File: src/rtl/uart_tx_framer.sv
// uart_tx_framer: 8N1/8N2 UART transmitter fed by a valid/ready byte handshake, LSB first, idle-high line.
// Define UART_TX_PARITY_EN to insert a parity bit (sense set by PARITY_ODD) between data and stop.
module uart_tx_framer #(
    parameter int CLKS_PER_BIT = 87,
    parameter int STOP_BITS    = 1,
    parameter int PARITY_ODD   = 0
) (
    input  logic       clk_10,
    input  logic       rst,
    input  logic [7:0] tx_data,
    input  logic       tx_valid,
    output logic       tx_ready,
    output logic       uart_tx,
    output logic       busy
);

    typedef enum logic [2:0] {
        S_IDLE,
        S_START,
        S_DATA,
`ifdef UART_TX_PARITY_EN
        S_PARITY,
`endif
        S_STOP
    } state_t;

    localparam logic [15:0] CNT_LAST  = 16'(CLKS_PER_BIT - 1);
    localparam logic        STOP_LAST = 1'(STOP_BITS - 1);

    if (CLKS_PER_BIT < 2 || CLKS_PER_BIT > 65535 || (STOP_BITS != 1 && STOP_BITS != 2) ||
        (PARITY_ODD != 0 && PARITY_ODD != 1)) begin : g_param_check
        $error("uart_tx_framer: illegal parameter value");
    end

    state_t      state_q;
    logic [15:0] cnt_q;
    logic [15:0] cnt_d;
    logic [2:0]  bit_q;
    logic        stop_q;
    logic [7:0]  shift_q;
    logic        tx_q;
    logic        busy_q;
`ifdef UART_TX_PARITY_EN
    logic        par_q;
`endif

    logic bit_end;
    logic last_stop;
    logic accept;

    assign cnt_d     = cnt_q + 16'd1;
    assign bit_end   = (cnt_q == CNT_LAST);
    assign last_stop = (state_q == S_STOP) && bit_end && (stop_q == STOP_LAST);
    // Ready in the final stop cycle lets the next start bit follow with no idle gap.
    assign tx_ready  = (state_q == S_IDLE) || last_stop;
    assign accept    = tx_valid && tx_ready;

    assign uart_tx = tx_q;
    assign busy    = busy_q;

    always_ff @(posedge clk_10) begin
        if (rst) begin
            state_q <= S_IDLE;
            tx_q    <= 1'b1;
            busy_q  <= 1'b0;
            cnt_q   <= '0;
            bit_q   <= '0;
            stop_q  <= 1'b0;
        end else if (accept) begin
            state_q <= S_START;
            tx_q    <= 1'b0;
            busy_q  <= 1'b1;
            cnt_q   <= '0;
            bit_q   <= '0;
            stop_q  <= 1'b0;
            shift_q <= tx_data;
`ifdef UART_TX_PARITY_EN
            par_q   <= (^tx_data) ^ 1'(PARITY_ODD);
`endif
        end else if (state_q != S_IDLE) begin
            cnt_q <= bit_end ? '0 : cnt_d;
            if (bit_end) begin
                case (state_q)
                    S_START: begin
                        state_q <= S_DATA;
                        tx_q    <= shift_q[0];
                    end
                    S_DATA: begin
                        // Shift register keeps the next data bit at index 1.
                        bit_q   <= bit_q + 3'd1;
                        shift_q <= shift_q >> 1;
                        if (bit_q == 3'd7) begin
`ifdef UART_TX_PARITY_EN
                            state_q <= S_PARITY;
                            tx_q    <= par_q;
`else
                            state_q <= S_STOP;
                            tx_q    <= 1'b1;
`endif
                        end else begin
                            tx_q <= shift_q[1];
                        end
                    end
`ifdef UART_TX_PARITY_EN
                    S_PARITY: begin
                        state_q <= S_STOP;
                        tx_q    <= 1'b1;
                    end
`endif
                    S_STOP: begin
                        if (stop_q == STOP_LAST) begin
                            state_q <= S_IDLE;
                            busy_q  <= 1'b0;
                        end else begin
                            stop_q <= 1'b1;
                        end
                    end
                    default: begin
                        state_q <= S_IDLE;
                        tx_q    <= 1'b1;
                        busy_q  <= 1'b0;
                    end
                endcase
            end
        end
    end

endmodule

File: config.mk
export PLATFORM = sky130hd
export DESIGN_NAME = uart_tx_framer
export DESIGN_NICKNAME = d
export VERILOG_FILES = /design/src/rtl/uart_tx_framer.sv
export SDC_FILE = /design/constraint.sdc
export NUM_CORES = 1
export LEC_CHECK = 0
export BUFFER_PORTS_ARGS = -buffer_cell sky130_fd_sc_hd__buf_2
export CORE_MARGIN = 1
export CORE_UTILIZATION = 55
export CTS_BUF_LIST = sky130_fd_sc_hd__clkbuf_8
export DETAILED_ROUTE_END_ITERATION = 8
export PLACE_DENSITY = 0.75
export SYNTH_ARGS = -nofsm -noshare
export SYNTH_HDL_FRONTEND = slang
export SYNTH_SLANG_ARGS = --single-unit
File: constraint.sdc
create_clock -name clk_10 -period 5.5 [get_ports clk_10]
set_clock_uncertainty 0.2 [all_clocks]
set_input_delay 0 -clock clk_10 [delete_from_list [all_inputs] [get_ports clk_10]]
set_output_delay 0 -clock clk_10 [all_outputs]
set_load 0.01 [all_outputs]
# Word-level counts from Yosys, hierarchy flattened
# Cells that the tools add are included.
[op_classes]
addsub = 2
eq_ne = 11
n_mux = 22
bitwise = 2
reduce_logical = 18
[op_table]
columns = ["cell", "count"]
rows = [
  ["$mux W8", 4],
  ["$add A16 B1 Y16 const B", 1],
  ["$eq A16 B7 Y1 const B", 1],
  ["$mux W16", 1],
  ["$reduce_and A4 Y1", 4],
  ["$mux W1", 12],
  ["$pmux W3 S3", 1],
  ["$reduce_and A3 Y1", 3],
  ["$eq A3 B2 Y1 const B", 2],
  ["$mux W3", 2],
  ["$ne A2 B2 Y1 const B", 3],
  ["$ne A3 B3 Y1 const B", 2],
  ["$reduce_bool A2 Y1", 3],
  ["$reduce_or A2 Y1", 2],
  ["$add A3 B1 Y3 const B", 1],
  ["$eq A3 B1 Y1 const B", 1],
  ["$eq A3 B3 Y1 const B", 1],
  ["$logic_and A1 B1 Y1", 3],
  ["$logic_not A3 Y1", 1],
  ["$pmux W1 S3", 1],
  ["$reduce_bool A3 Y1", 1],
  ["$ne A2 B1 Y1 const B", 1],
  ["$not A1 Y1", 2],
  ["$pmux W1 S2", 1],
  ["$logic_or A1 B1 Y1", 1],
]
[totals]
reg_bits = 33
output_inout_bits = 3

# Depth between registers and ports, before layout
# Gate-level depths: netlist of run 1.
[depth]
ltp_word = 7
mapped_depth = 9

# Least setup slack after synthesis of run 1
# OpenSTA, ideal clock, no wires.
[synth_path]
path_type = "reg2reg"
startpoint = "reg cnt_q[0]"
endpoint = "reg shift_q[0] (enable)"
setup_ns = 0.375
arrival_ns = 1.789
setup_slack_ns = 3.136
path_stages_with_launch = 10
synth_period_minus_slack_ns = 2.364
path_cell_list = "dfxtp_1 -> inv_1 -> ha_1 -> and4b_1 -> and4_1 -> buf_6 -> a31oi_4 -> nand2b_1 -> buf_6 -> a21oi_1"
[synth_between]
elab_chain_len = 7
[synth_lines]
columns = ["item", "line_no", "rtl"]
rows = [
  ["start: declaration", "36", "logic [15:0] cnt_q;"],
  ["start signal: assignment", "81", "cnt_q <= bit_end ? '0 : cnt_d;"],
  ["$eq A16 B7 Y1 (*)", "52", "assign bit_end = (cnt_q == CNT_LAST);"],
  ["$logic_and A1 B1 Y1 (2 in series)", "53", "assign last_stop = (state_q == S_STOP) && bit_end && (stop_q == STOP_LAST);"],
  ["$logic_or A1 B1 Y1", "55", "assign tx_ready = (state_q == S_IDLE) || last_stop;"],
  ["$logic_and A1 B1 Y1", "56", "assign accept = tx_valid && tx_ready;"],
  ["$reduce_bool A2 Y1 (no line)", "n/a", ""],
  ["$reduce_and A4 Y1 (no line) (*)", "n/a", ""],
  ["end signal: assignment", "76", "shift_q <= tx_data;"],
  ["end signal: assignment", "91", "shift_q <= shift_q >> 1;"],
  ["end: declaration", "40", "logic [7:0] shift_q;"],
]
# Every way passes the cells marked *; elsewhere a longest branch is shown, timed or not.
# A chain may end at the register's enable or synchronous reset.

# Worst setup path after layout of run 1
[layout_path]
startpoint = "reg cnt_q[0]"
endpoint = "reg shift_q[4] (enable)"
# Same word-level chain as after synthesis.

==> Implementation_results.wiki, run 1 <==
{| class="wikitable"
! Metric !! Value
|-
| First-pass GRT wire length || 4.84 mm
|-
| Cell at the root of the clock tree || sky130_fd_sc_hd__clkbuf_8
|-
| Class of the most critical hold timing path || flip-flop to flip-flop
|-
| Max Freq || ~350 MHz
|-
| GRT Residual Overflow || 0
|-
| Crit path capture || shift_q[4]
|-
| Iteration-0 DRC count of the detailed router || 13
|-
| Largest voltage drop on the vdd net || 0.231 mV
|-
| Starting density of the core || about three fifths
|-
| Largest net degree at the start of global routing || 18
|-
| Worst hold margin || 0.328 ns
|-
| Core Rows || 18
|-
| Largest fanout on the critical path || 9
|-
| Data arrival time of the worst path || 2.54 ns
|-
| Clock slew at the register clock pins of the worst setup and hold paths || 0.06 ns
|-
| Final Instance Area || 1780 um2
|-
| RePlAce Congestion || 0.857
|-
| Routed len/inst || 15.1 um
|-
| Die Y-Extent || roughly 55 um
|-
| Post-Syn Nets || 175
|-
| Number of synthesized flops with an enable pin || 8
|-
| Worst Setup Slack, final || 2.68 ns
|-
| Fraction of final layout cells sized beyond drive strength 1 || 14.4%
|-
| Synth async-reset ratio || 0%
|-
| Min Tclk post-route || 2.82 ns
|-
| Setup violations, final || 0
|-
| Transition time of the tightest slew-check pin || 0.748 ns
|-
| Number of nets in the final layout || 199
|-
| Number of remaining DRC errors || 0
|-
| Vias per cell || 5.71
|-
| Antenna violations before repair || 0
|-
| Final-report max-slew violation count || 0
|-
| Final antenna diode count || 0
|-
| Wire length reported by the detailed router || 3.19 mm
|-
| Setup crit start || cnt_q[0]
|-
| Worst skew pair latency || 0.28 ns
|-
| Dominant cell type by area after synthesis || sky130_fd_sc_hd__dfxtp_1
|-
| Outcome || finished clean
|-
| Worst setup EP type || flip-flop
|-
| Worst setup path class || flip-flop to flip-flop
|-
| Top FF cell, synth || sky130_fd_sc_hd__dfxtp_1
|-
| R2r startpoint || cnt_q[0]
|-
| Most numerous cell types in the synthesized netlist || 23 x sky130_fd_sc_hd__dfxtp_1, 18 x sky130_fd_sc_hd__nor2_1, 11 x sky130_fd_sc_hd__nor3_1, 9 x sky130_fd_sc_hd__xnor2_1
|-
| Sinks on the clock net || 31
|-
| Top cells by area in the synthesized netlist || sky130_fd_sc_hd__dfxtp_1 30%, sky130_fd_sc_hd__edfxtp_1 16%, sky130_fd_sc_hd__ha_1 6.5%, sky130_fd_sc_hd__xnor2_1 5.1%, sky130_fd_sc_hd__nor2_1 4.4%
|-
| Count leader, synth || sky130_fd_sc_hd__dfxtp_1
|-
| Area of the die || 3030 um2
|-
| Required @ worst endpoint || 5.22 ns
|-
| Power density cells || 252 nW/um2
|-
| Number of top-level pins || 14
|-
| Sequential share of the synthesized area || 45.3%
|-
| Total of buffers placed on input and output ports || 13
|-
| Netlist area before placement || 1550 um2
|-
| Cell area after placement || approximately 1600 um2
|-
| Setup slack of the worst register-to-register path || 2.68 ns
|-
| Vias after detailed routing || 1205
|-
| Post-synthesis sequential element count || 31
|-
| Number of nets with antenna violations after routing || 0
|-
| Cts bufs inserted || 5
|-
| Series of cell instances along the critical path || inv_1 -> ha_1 -> and4b_1 -> and4_1 -> a31oi_4 -> nand2b_1 -> a21oi_1
|-
| CTS H-tree lvls || 2
|-
| Reg2reg path depth || 7
|-
| Count of endpoints failing hold in the final timing report || 0
|-
| Area growth syn-to-layout || 15.2%
|-
| Cells after synthesis || 156
|-
| Highest cell delay on the worst timing path || 0.68 ns
|-
| Placeable core region || 2570 um2
|-
| Synth unique cells || 36
|-
| Static Leak || 0.650 nW
|-
| CP startpoint kind || flip-flop
|-
| Maximum buffer depth of the clock tree || 2
|-
| Worst slew margin || ~50%
|-
| Synthesized area per cell || 9.91 um2
|-
| Maximum Capacitance Violations || 0
|-
| Crit share post-route || 51.3%
|-
| Half-perimeter wire length after detailed placement || between 2 and 2.5 mm
|-
| Vias in the first global route || 1073
|-
| DP Worst Slack || 2.73 ns
|-
| Horiz. Die Dim || around 55 um
|-
| RSZ-0062 raised after global routing || false
|-
| FF-to-FF End || shift_q[4]
|-
| Clock tree from TritonCTS || yes
|-
| Area share of the largest cell type after synthesis || 29.8%
|-
| Overall fraction of global-route tracks in use || 24.4%
|-
| Warnings from Yosys || 0
|-
| Final core area utilization || 69.4%
|-
| Post-Route Setup TNS || 0 ns
|-
| Worst-path cell with the longest stage delay || sky130_fd_sc_hd__a21oi_1
|-
| Pre-antenna DRT Iters || 4
|}
cell families after synthesis:
logic type / share of synthesized area, %
simple gates: 19.7
flops: 45.3
compound gates: 8.74
buf+inv: 5.02
xor+xnor: 6.80
mux: 7.93
fa+ha+maj: 6.47
final cells by class:
cell class | count | area, um2
clock buffers | 5 | 68.8
clock inverters | 3 | 11.3
fillers | 194 | 786
inverters | 8 | 30.0
multi-input cells | 111 | 768
flip-flops and latches | 31 | 701
well taps | 30 | 37.5
repair buffers | 23 | 165
sequential cells by signal, summed over array words and instances (netlist names):
signal,count
state_q,2
shift_q,8
cnt_q,16
busy,1
uart_tx,1
bit_q,3
how the worst min path moves through the flow:
| stage | start | end | cells past startpoint |
|---|---|---|---|
| 4_1_cts | tx_data[7] | shift_q[7] | 3 |
| 2_1_floorplan | tx_valid | busy | 2 |
| 3_3_place_gp | tx_data[7] | shift_q[7] | 2 |
| 6_report | busy | busy | 2 |
| 3_5_place_dp | tx_data[7] | shift_q[7] | 2 |
| 5_1_grt | cnt_q[9] | cnt_q[9] | 2 |
through the flow:
| stage | power, mW | cells |
|---|---|---|
| after global placement | 0.279 | 193 |
| final | 0.448 | 211 |
| after floorplan | 0.272 | 156 |
| after CTS | 0.449 | 211 |
| after detailed placement | 0.280 | 193 |
| after global routing | 0.464 | 211 |
routing by layer:
metal  track usage [%]  vias up  wire length (um)  part of all wire, %
met4              8.75        0                53                  1.7
met5                 0        -                 0                    0
li1                  -      595                 -                    -
met2              45.0       29              1670                   52
met1              25.5      575              1340                   42
met3              8.20        6               127                  4.0
critical path, delay by kind of cell, from the launching register on:
family / cells / cell delay, ns
AND/OR/NAND/NOR: 3 / 0.89
AO/OA/AOI/OAI: 2 / 0.81
flip-flops: 1 / 0.34
buffers and inverters: 1 / 0.07
adder cells (fa/ha/maj): 1 / 0.14
power breakdown:
group          switching, mW  leakage (nW)  total, mW  internal [mW]
clock network         0.0821        0.0444      0.166         0.0842
logic                 0.0195         0.345     0.0387         0.0192
registers            0.00300         0.261      0.243          0.240
total                  0.105         0.650      0.448          0.344
cell usage in the layout, fill, tap and decap left out, drive strengths merged:
master and instances:
dfxtp 23, nor2 18, buf 13, nor3 11
dlygate4sd3 10, inv 9, xnor2 9, o21ai 8
ha 8, edfxtp 8, a21oi 7, mux2 7
nand2 6, nand3 5, clkbuf 5, mux2i 4
or3 4, xor2 3, a31oi 3, and4 2
nand4 2, and2 2, clkinv 2, nor4b 1
and4b 1, nand2b 1, and2b 1, a221o 1
nor2b 1, nand4b 1, o211ai 1, nor3b 1
and3 1, a22o 1, nor4 1
repair_timing:
item | CTS | global route
buffers inserted | 0 | 0
hold buffers | 10 | 0
resized for setup | 0 | 0
endpoints found under the hold margin | 15 | 0
No activity file was read; power rests on OpenSTA's default activity.
==> run 2, diff against run 1 <==
==> constraint.sdc (replaced) <==
create_clock -name clk_10 -period 2.6 [get_ports clk_10]
set_clock_uncertainty 0.2 [all_clocks]
set_input_delay 0 -clock clk_10 [delete_from_list [all_inputs] [get_ports clk_10]]
set_output_delay 0 -clock clk_10 [all_outputs]
set_load 0.01 [all_outputs]
==> Implementation_results.wiki, run 2 (synthesis gave the netlist of run 1 again) <==
{| class="wikitable"
! Metric !! Value
|-
| Outcome || finished clean
|-
| Placed Cells incl. Taps || 195
|-
| Static Leak || 0.685 nW
|-
| Min Tclk post-route || around 2.4 ns
|-
| RSZ-0062 raised after global routing || false
|-
| Vias in the first global route || around 1200
|-
| Power density cells || 626 nW/um2
|-
| Largest voltage drop on the vdd net || 0.646 mV
|-
| Sinks on the clock net || 31
|-
| Horiz. Die Dim || 55.0 um
|-
| Largest net degree at the start of global routing || 17
|-
| Worst setup path class || flip-flop to flip-flop
|-
| Cell at the root of the clock tree || sky130_fd_sc_hd__clkbuf_8
|-
| Worst slew margin || 72.7%
|-
| Post-Route Setup TNS || 0 ns
|-
| CP startpoint kind || flip-flop
|-
| CTS H-tree lvls || 2
|-
| Worst path buffer plus inverter count || 1
|-
| Largest fanout on the critical path || 9
|-
| Number of cells in the finished layout apart from fillers || roughly 210
|-
| Routed len/inst || 14.5 um
|-
| Maximum buffer depth of the clock tree || 2
|-
| Register with the most flip-flops || cnt_q
|-
| Filler Cell Count || 195
|-
| RePlAce Congestion || around 0.87
|-
| Area growth syn-to-layout || 19.7%
|-
| Crit share post-route || 92.1%
|-
| Setup violations, final || 0
|-
| GRT Residual Overflow || 0
|-
| Number of nets in the final layout || approximately 200
|-
| Area of the die || 3030 um2
|-
| Required @ worst endpoint || 2.44 ns
|-
| Final Instance Area || 1850 um2
|-
| Count of endpoints failing hold in the final timing report || 0
|-
| Total of buffers placed on input and output ports || 13
|-
| Cts bufs inserted || 5
|-
| Post-route total power || 1.16 mW
|-
| Final-report max-slew violation count || 0
|-
| Die Y-Extent || about 55 um
|-
| Half-perimeter wire length after detailed placement || 2.00 mm
|-
| Most common library cell in the layout ignoring fill and taps || sky130_fd_sc_hd__dfxtp_1
|-
| First-pass GRT wire length || 5.05 mm
|-
| Worst setup EP type || flip-flop
|-
| Iteration-0 DRC count of the detailed router || 25
|-
| Starting density of the core || 60.2%
|-
| Class of the most critical hold timing path || flip-flop to flip-flop
|-
| Number of flip-flops under the largest register name || 16
|-
| Clock tree from TritonCTS || yes
|-
| Highest cell delay on the worst timing path || 0.38 ns
|-
| Number of top-level pins || 14
|-
| Clock slew at the register clock pins of the worst setup and hold paths || 0.07 ns
|-
| Antenna violations before repair || 0
|-
| Vias per cell || between 5 and 6
|-
| Setup slack of the worst register-to-register path || 0.21 ns
|-
| Biggest registers after layout || cnt_q (16), shift_q (8), bit_q (3)
|-
| Number of nets with antenna violations after routing || 0
|-
| Worst skew pair latency || 0.28 ns
|-
| Worst hold margin || between 0.3 and 0.4 ns
|-
| Pre-antenna DRT Iters || 6
|-
| Worst-path cell with the longest stage delay || sky130_fd_sc_hd__dfxtp_1
|-
| Max Freq || between 400 and 500 MHz
|-
| Crit path max-delay family || simple AND/OR/NAND/NOR gates
|-
| Placeable core region || 2570 um2
|-
| Core Rows || 18
|-
| Series of cell instances along the critical path || inv_1 -> ha_1 -> and4b_1 -> and4_1 -> a31oi_4 -> nand2b_2 -> mux2_2
|-
| Fraction of final layout cells sized beyond drive strength 1 || 16.9%
|-
| Final antenna diode count || 0
|-
| Wire length reported by the detailed router || roughly 3.1 mm
|-
| Maximum Capacitance Violations || 0
|-
| Transition time of the tightest slew-check pin || 0.409 ns
|-
| Commonest cells after routing, fill and taps aside || 23 x sky130_fd_sc_hd__dfxtp_1, 18 x sky130_fd_sc_hd__nor2_1, 13 x sky130_fd_sc_hd__buf_2
|-
| Number of remaining DRC errors || 0
|-
| Overall fraction of global-route tracks in use || 24.7%
|-
| Data arrival time of the worst path || 2.23 ns
|-
| Vias after detailed routing || 1209
|-
| # Post-CTS Setup Buffers || 0
|-
| Cell area after placement || 1620 um2
|}
## run 2: changes by cell type in the layout (fill, tap and decap cells not counted)
cell	delta
sky130_fd_sc_hd__nand2b_1	-1
sky130_fd_sc_hd__buf_4	+2
sky130_fd_sc_hd__clkinv_1	-2
sky130_fd_sc_hd__bufinv_16	+2
sky130_fd_sc_hd__nand2b_2	+1
## run 2: cell type report
type / count / area, um2 / area share, %
Clock buffer: 5 / 68.8 / 3.72
Inverter: 8 / 30.0 / 1.62
Multi-Input combinational cell: 111 / 771 / 41.6
Clock inverter: 3 / 63.8 / 3.45
Tap cell: 30 / 37.5 / 2.03
Timing Repair Buffer: 25 / 180 / 9.73
Sequential cell: 31 / 701 / 37.8
## run 2: routing by layer
metal | wire length [um] | track usage, %
met1 | 1280 | 24.7
met2 | 1650 | 47.6
met3 | 131 | 7.38
met4 | 32 | 8.33
met5 | 0 | 0
## run 2: worst reg2reg max path, delay by kind of cell, from the launching register on
kind            cells  cell delay (ns)
compound gates      1             0.23
simple gates        3             0.72
mux                 1             0.37
fa+ha+maj           1             0.19
flops               1             0.38
buf+inv             1             0.06
## run 2: report_power, final
| part | switching [mW] | total, mW | internal, mW | leakage, nW |
|---|---|---|---|---|
| sequential | 0.00595 | 0.514 | 0.508 | 0.261 |
| clock | 0.180 | 0.559 | 0.379 | 0.0695 |
| combinational | 0.0414 | 0.0849 | 0.0434 | 0.355 |
## run 2: final timing paths
path | startpoint | endpoint | cells past startpoint
worst min register to register | busy | busy | 2
worst max register to register | cnt_q[0] | shift_q[3] | 7
worst min-delay path | busy | busy | 2
worst max-delay path | cnt_q[0] | shift_q[3] | 7
## run 2: stage by stage
| stage | setup slack, ns | utilization (%) |
|---|---|---|
| 2_1_floorplan | 0.236 | - |
| 3_3_place_gp | 0.179 | 63.0 |
| 3_5_place_dp | 0.110 | 63.0 |
| 4_1_cts | 0.0956 | 72.0 |
| 5_1_grt | 0.0628 | 72.1 |
| 6_report | 0.206 | 72.1 |
## run 2: timing repair
| action | in CTS | in global routing |
|---|---|---|
| hold buffers | 10 | 0 |
| gates resized for setup | 0 | 1 |
| hold endpoints to repair | 15 | 0 |
| endpoints found under the setup margin | 0 | 15 |
